`config.mk`:
```
export PLATFORM = sky130hd
export DESIGN_NAME = fetch_unit
export DESIGN_NICKNAME = d
export VERILOG_FILES = /design/src/rtl/cpu_pkg.sv /design/src/rtl/fetch_pc_reg.sv /design/src/rtl/fetch_unit.sv
export SDC_FILE = /design/constraint.sdc
export NUM_CORES = 1
export LEC_CHECK = 0
export ABC_CLOCK_PERIOD_IN_PS = 1900
export CAP_MARGIN = 20
export CORE_ASPECT_RATIO = 1.2
export CORE_MARGIN = 2
export CORE_UTILIZATION = 36
export DETAILED_ROUTE_END_ITERATION = 12
export GPL_TIMING_DRIVEN = 0
export PLACE_DENSITY = 0.84
export SKIP_LAST_GASP = 1
export SYNTH_ARGS = -nofsm -noshare
export SYNTH_HDL_FRONTEND = slang
export SYNTH_SLANG_ARGS = --single-unit
```
`constraint.sdc`:
```
create_clock -name clk -period 1.9 [get_ports clk]
set_input_delay 0.285 -clock clk [delete_from_list [all_inputs] [get_ports clk]]
set_output_delay 0.285 -clock clk [all_outputs]
set_load 0.01 [all_outputs]
```
`src/rtl/cpu_pkg.sv`:
```
// Shared types and constants for the instruction fetch stage.
package cpu_pkg;

  typedef enum logic {
    RUN  = 1'b0,
    HALT = 1'b1
  } fetch_state_t;

  localparam int          PC_STEP         = 4;
  localparam logic [31:0] NOP_INSTR       = 32'h0000_0000;
  localparam int          DEFAULT_LAST_PC = 60;

endpackage : cpu_pkg

```
`src/rtl/fetch_pc_reg.sv`:
```
// Program counter register with its next-pc selection: redirect, increment or hold.
module fetch_pc_reg
  import cpu_pkg::*;
#(
  parameter int PC_W    = 6,
  parameter int LAST_PC = DEFAULT_LAST_PC
) (
  input  logic            clk,
  input  logic            rst_n,
  input  logic            load,
  input  logic            redirect,
  input  logic [PC_W-1:0] target,
  output logic [PC_W-1:0] pc,
  output logic            at_last
);

  logic [PC_W-1:0] pc_next;
  logic [PC_W-1:0] target_aligned;

  // Masking rather than slicing keeps the redirect word-aligned for any PC_W.
  assign target_aligned = target & ~PC_W'(3);

  // Addresses past the last legal word also halt, so a wild redirect cannot run off the end.
  assign at_last = (pc >= PC_W'(LAST_PC));

  // NOTE: every path assigns pc_next up front, so this block cannot infer a latch.
  always_comb begin
    pc_next = pc;
    if (redirect) begin
      pc_next = target_aligned;
    end else if (load && !at_last) begin
      pc_next = pc + PC_W'(PC_STEP);
    end
  end

  // NOTE: state registers use non-blocking assignments so every flop samples pre-edge values.
  always_ff @(posedge clk) begin
    if (!rst_n) begin
      pc <= '0;
    end else begin
      pc <= pc_next;
    end
  end

endmodule : fetch_pc_reg

```
`src/rtl/fetch_unit.sv`:
```
// Single-entry instruction fetch stage with run/halt control and a saturating fetch counter.
module fetch_unit
  import cpu_pkg::*;
#(
  parameter int PC_W    = 6,
  parameter int LAST_PC = DEFAULT_LAST_PC
) (
  input  logic            clk,
  input  logic            rst_n,
  output logic [PC_W-1:0] imem_addr,
  input  logic [31:0]     imem_instr,
  input  logic            stall,
  input  logic            branch_valid,
  input  logic [PC_W-1:0] branch_target,
  input  logic            if_ready,
  output logic            if_valid,
  output logic [31:0]     if_instr,
  output logic [PC_W-1:0] if_pc,
  output logic            halted,
  output logic [7:0]      fetch_count
);

  fetch_state_t    state;
  logic [PC_W-1:0] pc;
  logic            pc_at_last;
  logic            load;

  // A held instruction blocks a new fetch unless decode takes it this same cycle.
  assign load = (state == RUN) && !stall && !branch_valid && (!if_valid || if_ready);

  fetch_pc_reg #(
    .PC_W    (PC_W),
    .LAST_PC (LAST_PC)
  ) u_pc_reg (
    .clk      (clk),
    .rst_n    (rst_n),
    .load     (load),
    .redirect (branch_valid),
    .target   (branch_target),
    .pc       (pc),
    .at_last  (pc_at_last)
  );

  assign imem_addr = pc;
  assign halted    = (state == HALT);

  always_ff @(posedge clk) begin
    if (!rst_n) begin
      state       <= RUN;
      if_valid    <= 1'b0;
      if_instr    <= NOP_INSTR;
      if_pc       <= '0;
      fetch_count <= '0;
    end else if (branch_valid) begin
      // Redirect squashes the held instruction and revives a halted fetch.
      state    <= RUN;
      if_valid <= 1'b0;
    end else if (load) begin
      if_instr <= imem_instr;
      if_pc    <= pc;
      if_valid <= 1'b1;
      if (fetch_count != 8'hFF) begin
        fetch_count <= fetch_count + 8'd1;
      end
      if (pc_at_last) begin
        state <= HALT;
      end
    end else if (if_valid && if_ready) begin
      if_valid <= 1'b0;
    end
  end

endmodule : fetch_unit
```
== Word-level counts from Yosys, hierarchy flattened ==
Index checks and enable logic that the tools add are counted.
Widths: inputs -> output; s select.
Word-level totals
  output and inout bits: 54
  word-level logic and storage cells: 34
  input bits: 43
  register bits after elaboration: 54
Cells by class
  reduce and logical (&&, ||, !) cells: 16
  add/sub/neg operators: 2
  bitwise operators: 3
  muxes and demuxes: 4
  $lt $le $gt $ge: 1
  equal/unequal tests: 1
Operators with widths (count)
  $mux 6: 2
  $add 8x1->8 const B: 1
  $ne 8x8->1 const B: 1
  $add 6x3->6 const B: 1
  $ge 6x6->1 const B: 1
  $logic_and 1x1->1: 5
  $logic_not 1->1: 4
  $reduce_and 2->1: 2
  $reduce_bool 2->1: 2
  $not 1->1: 3
  $reduce_and 3->1: 1
  $mux 1: 2
  $reduce_or 2->1: 1
  $logic_or 1x1->1: 1

== Longest topological paths before layout ==
Gate-level depths: netlist (run 1).
  word-level depth: 7
  depth in mapped cells: 6
  mapped depth without buffers: 5

== Cells and area by module ==
From an unflattened synthesis (run 1), not the netlist that was laid out.
Unflattened totals
  cells, all modules: 252
  area, all modules: 2155.8 um2
Modules (own cells, without submodules)
  fetch_unit: area an instance 1909.3 um2, cells each 222, times used 1
  fetch_pc_reg: area an instance 246.5 um2, cells each 30, times used 1

== Least setup slack after synthesis (run 1) ==
OpenSTA, ideal clock, no wires.
  kind: flip-flop to flip-flop
  start: register state (netlist: halted)
  end: register fetch_count[5]
  arrival: 1.785 ns
  data required time: 1.830 ns
  slack: 0.045 ns
  stages on the path, launching flop included: 6
  cell sequence: dfxtp_1 > or2_1 > clkbuf_2 > or4_4 > or4_1 > a21oi_1
On the way
  word-level cells in the longest chain between the ends: 5
Ends and longest elaborated chain
  start: declaration: line fetch_unit.sv:23  | fetch_state_t state;
  start signal: assignment: line fetch_unit.sv:49  | state <= RUN;
  start signal: assignment: line fetch_unit.sv:56  | state <= RUN;
  start signal: assignment: line fetch_unit.sv:66  | state <= HALT;
  $not 1->1: line fetch_unit.sv:29  | assign load = (state == RUN) && !stall && !branch_valid && (!if_valid || if_ready);
  $logic_and 1x1->1 (3 in series): line fetch_unit.sv:29
  $reduce_and 3->1 (no line)
  end signal: assignment: line fetch_unit.sv:63  | fetch_count <= fetch_count + 8'd1;
  end: declaration: line fetch_unit.sv:20  | output logic [7:0] fetch_count
Every way passes these cells.
A chain may end at the register's enable or synchronous reset.

== Worst setup path after layout (run 1) ==
  start: input port stall
  end: register fetch_count[5]
On the way
  word-level cells in the longest chain between the ends: 5
Ends and longest elaborated chain
  start: declaration: line fetch_unit.sv:12  | input logic stall,
  $logic_not 1->1: line fetch_unit.sv:29
  $logic_and 1x1->1 (3 in series): line fetch_unit.sv:29
  $reduce_and 3->1 (no line)
Every way passes these cells.

==> metrics.md, run 1 <==
| Metric | Value |
|---|---|
| Post-detailed-routing wire length | `4910 um` |
| Setup slack after placement | `-0.484 ns` |
| Routed Antenna Nets | `0` |
| Worst ir drop on vdd | `0.448 mV` |
| Type of destination of the critical path | `flip-flop` |
| Via-to-Cell Ratio | `4.92` |
| Status | `completed` |
| Flip-flop and latch count after synthesis | `50` |
| Total global routing track utilization | `15.9%` |
| Seq/Total Area, Yosys | `51.1%` |
| Reported net switching power | `0.507 mW` |
| Count of different cell masters after synthesis | `32` |
| Global-route wire length before repair | `7870 um` |
| Period utilization | `97.3%` |
| Commonest non-fill, non-tap cell in the layout | `sky130_fd_sc_hd__clkdlybuf4s50_1` |
| Critical Path AT | `2.08 ns` |
| Shortest period the worst path allows | `1.85 ns` |
| Share of flip-flops with an asynchronous set or reset after synthesis | `0%` |
| Full die area | `6050 um2` |
| Number of fillers in the final layout | `471` |
| Antenna violations before repair | `0` |
| CTS Sinks | `50` |
| Crit path kind | `in -> reg` |
| F_max | `541 MHz` |
| Total Negative Setup Slacks | `0 ns` |
| Die Y-Extent | `84.8 um` |
| Mapped cell area | `1960 um2` |
| Inserted Clock Buffers | `5` |
| Number of iterations in the first detailed-routing pass | `4` |
| Overall Power | `2.04 mW` |
| Clk slew on worst S/H paths | `0.08 ns` |
| Routability-driven placement congestion ratio | `0.789` |
| Worst reg-to-reg setup slack | `0.13 ns` |
| Placed standard-cell area | `2940 um2` |
| Number of levels the H-tree was split into | `2` |
| Starting utilization of the core area | `37.2%` |
| Final #Nets | `388` |
| Final instance area | `3020 um2` |
| Total congestion overflow | `0` |
| Latest clock arrival within the worst-skew pair | `0.30 ns` |
| Root Buffer Master | `sky130_fd_sc_hd__clkbuf_8` |
| Primary flip-flop cell chosen by synthesis mapping | `sky130_fd_sc_hd__dfxtp_1` |
| Synthesized instance count | `245` |
| Number of remaining DRC errors | `0` |
| Number of global-route vias before repair | `1852` |
| Final count of negative-setup-slack endpoints | `0` |
| Total of buffers placed on input and output ports | `89` |
| HPWL after detailed placement | `3690 um` |
| TritonCTS clock tree | `done` |
| Pwr/cell area | `676 nW/um2` |
| Data required time at the worst endpoint | `2.13 ns` |
| Layout overhead on the synthesized area | `54.4%` |
| Ratio of cells with drive above 1 in the final layout | `4.08%` |
| CTS max path bufs | `2` |
| Power share of the combinational group | `16.4%` |
| Clock Skews | `0.00571 ns` |
| Final setup slack of the worst path | `0.0514 ns` |
| Leading cell types in the layout, fill and taps excluded | `89 x sky130_fd_sc_hd__clkdlybuf4s50_1, 77 x sky130_fd_sc_hd__nand2_1, 50 x sky130_fd_sc_hd__dfxtp_1` |
| Largest fanout of any net on the critical path | `6` |
| Inserted Diodes | `0` |
| IO Count | `97` |
| Final number of max-transition violations | `0` |
| Switch share | `24.8%` |
| Mean area per synthesized cell | `7.99 um2` |
| Row Count | `29` |
| Post CTS Setup Buffer Count | `0` |
| Yosys warnings | `0` |
| Fraction of power consumed by sequential logic | `54.9%` |
| Max Cap Viol | `0` |
| Pin count of the biggest net entering global routing | `15` |
| Leakage power | `1.05 nW` |
| Number of failing hold endpoints at the final stage | `0` |
| DIE WIDTH | `71.3 um` |
| Wire length per cell after detailed routing | `12.1 um` |
| Post-synth EDFFs | `0` |
| Clock network fraction of design power | `28.7%` |
| Via count | `1992` |
| Startpoint type of the worst setup path | `input pin` |
| Drt initial violations | `42` |
| Placeable Area | `5260 um2` |
| Min-Delay Path Class | `reg -> reg` |
| Setup repair after global routing missed its margin | `false` |
| Internal power summed over all cells | `1.54 mW` |
==> metal layers <==
layer	global-route usage, %	vias to the layer above	part of all wire [%]
li1	-	1018	-
met1	18.0	904	42
met2	28.5	60	49
met3	4.68	10	7.1
met4	4.97	0	1.5
met5	0	-	0
==> kinds of logic after synthesis <==
| logic type | Yosys count | share of synthesized area (%) |
|---|---|---|
| and+or+nand+nor | 106 | 23.6 |
| AOI/OAI and AO/OA | 63 | 18.0 |
| DFF | 50 | 51.1 |
| buffers and inverters | 21 | 4.86 |
| adders and majority gates | 2 | 1.28 |
| other | 1 | 0.192 |
| xor gates and xnor gates | 1 | 0.447 |
| muxes | 1 | 0.511 |
==> synth_stat cells, types with 3 or more instances <==
library cell               count  area share [%]
sky130_fd_sc_hd__clkbuf_1     12             2.3
sky130_fd_sc_hd__or4_1         3             1.2
sky130_fd_sc_hd__dfxtp_1      50              51
sky130_fd_sc_hd__inv_1         3            0.58
sky130_fd_sc_hd__buf_4         4             1.5
sky130_fd_sc_hd__nor2_1        6             1.2
sky130_fd_sc_hd__o41ai_1       3             1.3
sky130_fd_sc_hd__a21oi_1      45              12
sky130_fd_sc_hd__o21ai_0       7             1.8
sky130_fd_sc_hd__nand2_1      77              15
sky130_fd_sc_hd__nand3_1       6             1.5
==> registers in the layout (all words and copies together) (netlist names) <==
name	count
u_pc_reg.pc	4
if_pc	4
fetch_count	8
halted	1
if_instr	32
if_valid	1
==> per-stage QoR <==
step / utilization (%) / hold slack [ns] / cells
CTS: 57.4 / 0.459 / 405
floorplan: - / 0.421 / 248
finish: 57.5 / 0.455 / 405
global placement: 55.8 / 0.441 / 399
global route: 57.5 / 0.473 / 405
detailed placement: 55.8 / 0.447 / 399
==> power groups by stage <==
stage / Sequential [mW] / Clock [mW] / Combinational (mW)
after floorplan: 1.16 / 0 / 0.115
after CTS: 1.12 / 0.607 / 0.336
after global routing: 1.13 / 0.637 / 0.366
after global placement: 1.14 / 0 / 0.330
after detailed placement: 1.15 / 0 / 0.333
final: 1.12 / 0.587 / 0.335
==> critical path, stage by stage <==
cell and delay (ns):
sky130_fd_sc_hd__clkdlybuf4s50_1 0.43, sky130_fd_sc_hd__or2_4 0.28, sky130_fd_sc_hd__or4_4 0.46, sky130_fd_sc_hd__or4_1 0.48, sky130_fd_sc_hd__a21oi_1 0.14
==> worst paths after layout <==
path                      from              to  depth (start not counted)
setup / recovery         stall  fetch_count[5]                          5
hold / removal    if_instr[11]    if_instr[11]                          2
setup reg to reg      if_valid  fetch_count[5]                          4
hold reg to reg   if_instr[11]    if_instr[11]                          2
==> timing repair <==
item | 4_1_cts | 5_1_grt
pin swaps | 1 | 0
endpoints found under the setup margin | 32 | 14
hold buffers | 0 | 0
endpoints found under the hold margin | 0 | 0
resized for setup | 1 | 3
==> layout make-up <==
cell class	count	area (um2)	area share, %
clock buffer	6	72.6	2.40
tap	62	77.6	2.57
clock inverter	1	7.51	0.248
multi-input combinational	177	882	29.2
buffer	16	76.3	2.52
sequential	50	1000	33.1
timing repair buffer	89	891	29.5
inverter	4	15.0	0.497
No activity file was read; power rests on OpenSTA's default activity.
==> run 2: changes to the inputs <==
- CORE_ASPECT_RATIO: 1.2 -> 2
==> metrics.md, run 2 (synthesis results as in run 1) <==
| Metric | Value |
|---|---|
| Status | `completed` |
| Drt initial violations | `31` |
| Number of hold buffers added after CTS | `0` |
| Cell Chain, Critical Path | `clkdlybuf4s50_1 -> or2_1 -> clkbuf_2 -> or4_4 -> or4_4 -> a21oi_2` |
| Global-route wire length before repair | `8630 um` |
| Clock Skews | `0.0103 ns` |
| Number of remaining DRC errors | `0` |
| Via count | `2036` |
| Max reg flops | `32` |
| IO Count | `97` |
| Antenna violations before repair | `0` |
| CTS Sinks | `50` |
| Pwr/cell area | `693 nW/um2` |
| Number of fillers in the final layout | `497` |
| Min-Delay Path Class | `reg -> reg` |
| Routed Antenna Nets | `0` |
| Type of destination of the critical path | `flip-flop` |
| Largest incremental delay on the critical path | `0.50 ns` |
| Root Buffer Master | `sky130_fd_sc_hd__clkbuf_8` |
| Inserted Diodes | `0` |
| Max Cap Viol | `0` |
| Clk slew on worst S/H paths | `0.09 ns` |
| Die Y-Extent | `108 um` |
| Row Count | `38` |
| Routability-driven placement congestion ratio | `0.835` |
| Final instance area | `3040 um2` |
| Starting utilization of the core area | `36.8%` |
| Leading cell types in the layout, fill and taps excluded | `89 x sky130_fd_sc_hd__clkdlybuf4s50_1, 77 x sky130_fd_sc_hd__nand2_1, 50 x sky130_fd_sc_hd__dfxtp_1` |
| Post-detailed-routing wire length | `5340 um` |
| Largest fanout of any net on the critical path | `6` |
| Via-to-Cell Ratio | `5.03` |
| Wire length per cell after detailed routing | `13.2 um` |
| DIE WIDTH | `56.2 um` |
| Routed wire length on met3 | `646 um` |
| Period utilization | `99.1%` |
| Final number of max-transition violations | `0` |
| Crit path kind | `in -> reg` |
| Inserted Clock Buffers | `5` |
| Number of iterations in the first detailed-routing pass | `4` |
| Worst ir drop on vdd | `0.664 mV` |
| Total congestion overflow | `0` |
| Critical Path AT | `2.14 ns` |
| Placeable Area | `5330 um2` |
| Number of levels the H-tree was split into | `2` |
| Data required time at the worst endpoint | `2.16 ns` |
| Number of global-route vias before repair | `1987` |
| Final count of negative-setup-slack endpoints | `0` |
| Top Registers | `if_instr x32, fetch_count x8` |
| TritonCTS clock tree | `done` |
| Reg with most FFs | `if_instr` |
| Highest Signal Layer | `met4` |
| Startpoint type of the worst setup path | `input pin` |
| HPWL after detailed placement | `4110 um` |
| Setup repair after global routing missed its margin | `true` |
| Leakage power | `1.07 nW` |
| Pin count of the biggest net entering global routing | `15` |
| Met2 routed WL | `2560 um` |
| Length of routed wiring on met1 | `2030 um` |
| Placed standard-cell area | `2940 um2` |
| CTS max path bufs | `2` |
| Layout overhead on the synthesized area | `55.4%` |
| Most common cell type on the critical path | `sky130_fd_sc_hd__or4_4` |
| Latest clock arrival within the worst-skew pair | `0.32 ns` |
| Shortest period the worst path allows | `1.88 ns` |
| Core occupancy in the finished layout | `57.1%` |
| Commonest non-fill, non-tap cell in the layout | `sky130_fd_sc_hd__clkdlybuf4s50_1` |
| Total of buffers placed on input and output ports | `89` |
| Total global routing track utilization | `17.7%` |
| Ratio of cells with drive above 1 in the final layout | `5.22%` |
| Number of failing hold endpoints at the final stage | `0` |
| F_max | `531 MHz` |
| Final #Nets | `389` |
| Slowest library cell on the worst path | `sky130_fd_sc_hd__or4_4` |
| Full die area | `6080 um2` |
==> run 2: changes by cell type in the layout (fill, tap and decap cells not counted) <==
cell	change
sky130_fd_sc_hd__a21oi_2	+1
sky130_fd_sc_hd__a21oi_1	-1
sky130_fd_sc_hd__clkbuf_1	-1
sky130_fd_sc_hd__or2_4	-1
sky130_fd_sc_hd__or2_1	+1
sky130_fd_sc_hd__clkbuf_8	+1
sky130_fd_sc_hd__or4_1	-1
sky130_fd_sc_hd__clkinvlp_4	-1
sky130_fd_sc_hd__clkinv_2	+1
sky130_fd_sc_hd__or4_4	+1
sky130_fd_sc_hd__clkbuf_2	+2
==> run 2: cell type report <==
class / instances / area [um2] / area share (%)
Sequential cell: 50 / 1000 / 32.9
Timing Repair Buffer: 89 / 891 / 29.3
Multi-Input combinational cell: 177 / 887 / 29.2
Clock buffer: 7 / 86.3 / 2.84
Buffer: 17 / 82.6 / 2.71
Tap cell: 60 / 75.1 / 2.47
Inverter: 4 / 15.0 / 0.493
Clock inverter: 1 / 5.00 / 0.164
==> run 2: routing by layer <==
metal	global-route usage [%]	up-vias
met5	0	-
met3	9.09	8
met2	30.1	92
li1	-	1030
met4	7.14	0
met1	18.3	906
==> run 2: final timing paths <==
kind	to	cells after the start	from	slack [ns]
max	fetch_count[5]	6	stall	0.02
min	if_instr[24]	2	if_instr[24]	0.46
max reg2reg	fetch_count[5]	5	halted	0.04
min reg2reg	if_instr[24]	2	if_instr[24]	0.46
==> run 2: where the power goes <==
part	switching, mW	internal [mW]
Sequential	0.0305	1.09
Combinational	0.148	0.191
Clock	0.351	0.294
Total	0.530	1.58
==> run 2: worst max-delay path, delay by kind of cell <==
family          cells  cell delay [ns]
compound gates      1             0.12
buf+inv             2             0.57
simple gates        3             1.18
==> run 2: repair_timing <==
| item | in CTS | in global routing |
|---|---|---|
| setup buffers | 0 | 0 |
| resized for setup | 1 | 6 |
| pin swaps | 1 | 1 |
| setup endpoints to repair | 23 | 5 |
==> run 2: stage by stage <==
stage / total power, mW / setup WS (ns) / setup TNS [ns] / hold WS (ns) / instances
2_1_floorplan: 1.28 / 0.0448 / 0 / 0.421 / 248
3_3_place_gp: 1.47 / -0.352 / -10.68 / 0.442 / 397
3_5_place_dp: 1.48 / -0.376 / -11.19 / 0.450 / 397
4_1_cts: 2.13 / 0.0249 / 0 / 0.459 / 405
5_1_grt: 2.19 / -0.0279 / -0.0317 / 0.477 / 405
6_report: 2.11 / 0.0175 / 0 / 0.457 / 405
==> run 3: changes to the inputs <==
- ABC_CLOCK_PERIOD_IN_PS: 1900 -> 2300
- CORE_UTILIZATION: 36 -> 43
- PLACE_DENSITY: 0.84 -> 0.93
- clock period: 1.9 -> 2.3 ns (I/O delays scaled with it)
==> metrics.md, run 3 (synthesis results as in run 1) <==
| Metric | Value |
|---|---|
| Internal power summed over all cells | `1.27 mW` |
| Count of placed standard cells including taps | `391` |
| Root Buffer Master | `sky130_fd_sc_hd__clkbuf_8` |
| Inserted Clock Buffers | `5` |
| Inserted Diodes | `0` |
| Total of buffers placed on input and output ports | `89` |
| HPWL after detailed placement | `3920 um` |
| Number of hold buffers added after CTS | `0` |
| Clock network fraction of design power | `27.9%` |
| Starting utilization of the core area | `44.7%` |
| Reg with most FFs | `if_instr` |
| Largest incremental delay on the critical path | `0.53 ns` |
| Latest clock arrival within the worst-skew pair | `0.29 ns` |
| Wire length per cell after detailed routing | `12.6 um` |
| Core occupancy in the finished layout | `68.6%` |
| Number of global-route vias before repair | `2004` |
| Largest fanout of any net on the critical path | `6` |
| Post-detailed-routing wire length | `5030 um` |
| Full die area | `5140 um2` |
| Layout overhead on the synthesized area | `53.4%` |
| Crit path kind | `in -> reg` |
| Switch share | `23.9%` |
| Total global routing track utilization | `21.3%` |
| Placeable Area | `4380 um2` |
| IO Count | `97` |
| Top Registers | `if_instr x32, fetch_count x8` |
| Min-Delay Path Class | `reg -> reg` |
| Number of levels the H-tree was split into | `2` |
| Final number of max-transition violations | `0` |
| # resized after CTS | `0` |
| Die Y-Extent | `99.4 um` |
| Type of destination of the critical path | `flip-flop` |
| Slew at the pin closest to its max-slew limit | `0.642 ns` |
| Cell Chain, Critical Path | `clkdlybuf4s50_1 -> or2_1 -> clkbuf_2 -> or4_4 -> or4_1 -> a21oi_1` |
| Pwr/cell area | `555 nW/um2` |
| Routability-driven placement congestion ratio | `0.782` |
| Row Count | `34` |
| Max reg flops | `32` |
| Overall Power | `1.67 mW` |
| Number of iterations in the first detailed-routing pass | `4` |
| TritonCTS clock tree | `done` |
| Routed Antenna Nets | `0` |
| Leakage power | `1.05 nW` |
| DIE WIDTH | `51.7 um` |
| Largest delay share family, worst path | `simple AND/OR/NAND/NOR gates` |
| Register Area | `1000 um2` |
| Final setup slack of the worst path | `0.221 ns` |
| Total congestion overflow | `0` |
| Power share of the combinational group | `16.5%` |
| Relative slew slack | `57.0%` |
| Setup slack after placement | `-0.0993 ns` |
| Number of cells in the finished layout apart from fillers | `398` |
| Via count | `2034` |
| Setup repair after global routing missed its margin | `false` |
| Max Cap Viol | `0` |
| Antenna violations before repair | `0` |
| Worst hold slack across all endpoints | `0.456 ns` |
| Clock Skews | `0.00572 ns` |
| Buffering stage count on the worst path with inverters included | `2` |
| Status | `completed` |
| CTS Sinks | `50` |
| Reported net switching power | `0.398 mW` |
| Global-route wire length before repair | `8660 um` |
| Commonest non-fill, non-tap cell in the layout | `sky130_fd_sc_hd__clkdlybuf4s50_1` |
| Number of remaining DRC errors | `0` |
| Via-to-Cell Ratio | `5.11` |
| CTS max path bufs | `2` |
| Slowest library cell on the worst path | `sky130_fd_sc_hd__or4_4` |
| Data required time at the worst endpoint | `2.51 ns` |
| Pin count of the biggest net entering global routing | `14` |
| Final #Nets | `389` |
| Number of failing hold endpoints at the final stage | `0` |
| Final count of negative-setup-slack endpoints | `0` |
| Shortest period the worst path allows | `2.08 ns` |
| Number of fillers in the final layout | `372` |
| Period utilization | `90.4%` |
| Worst ir drop on vdd | `0.577 mV` |
| Post CTS Setup Buffer Count | `0` |
| Multi-input gate area in the final layout | `873 um2` |
| Ratio of cells with drive above 1 in the final layout | `3.49%` |
| Startpoint type of the worst setup path | `input pin` |
| Clk slew on worst S/H paths | `0.08 ns` |
| Drt initial violations | `56` |
| Fraction of power consumed by sequential logic | `55.6%` |
| Critical Path AT | `2.29 ns` |
| Leading cell types in the layout, fill and taps excluded | `89 x sky130_fd_sc_hd__clkdlybuf4s50_1, 77 x sky130_fd_sc_hd__nand2_1, 50 x sky130_fd_sc_hd__dfxtp_1` |
| F_max | `481 MHz` |
[run 3: per-layer routing]
metal | global-route usage, % | up-vias | part of all wire, %
met5 | 0 | - | 0
met4 | 7.09 | 0 | 2.3
met3 | 4.35 | 12 | 5.4
met2 | 40.8 | 70 | 56
met1 | 21.9 | 932 | 36
li1 | - | 1020 | -
[run 3: worst register-to-register path, cell delays in order (launching register included)]
cell	delay, ns
sky130_fd_sc_hd__dfxtp_1	0.35
sky130_fd_sc_hd__or2_1	0.23
sky130_fd_sc_hd__clkbuf_2	0.14
sky130_fd_sc_hd__or4_4	0.53
sky130_fd_sc_hd__or4_1	0.48
sky130_fd_sc_hd__a21oi_1	0.18
[run 3: stage by stage]
stage                     setup TNS [ns]  area (um2)
after floorplan                        0        1970
after global placement             -1.40        2930
after detailed placement           -1.68        2930
after CTS                              0        3000
after global routing                   0        3000
final                                  0        3000
[run 3: power groups by stage]
| stage | combinational (mW) | sequential (mW) | clock, mW |
|---|---|---|---|
| 6_report | 0.276 | 0.927 | 0.464 |
| 5_1_grt | 0.304 | 0.932 | 0.523 |
| 4_1_cts | 0.278 | 0.927 | 0.482 |
| 3_5_place_dp | 0.277 | 0.947 | 0 |
| 3_3_place_gp | 0.270 | 0.945 | 0 |
| 2_1_floorplan | 0.0952 | 0.962 | 0 |
[run 3: final timing paths]
check                                 start             end  slack, ns  cells after the start
worst max-delay path                  stall  fetch_count[5]       0.22                      6
worst min-delay path            if_instr[7]     if_instr[7]       0.46                      2
worst max register to register       halted  fetch_count[5]       0.31                      5
worst min register to register  if_instr[7]     if_instr[7]       0.46                      2
[run 3: area by class of cell]
class	instances	area share [%]
buffer	17	2.67
inverter	4	0.500
timing repair buffer	89	29.7
tap	54	2.25
multi-input combinational	177	29.1
clock buffer	7	2.54
sequential	50	33.3
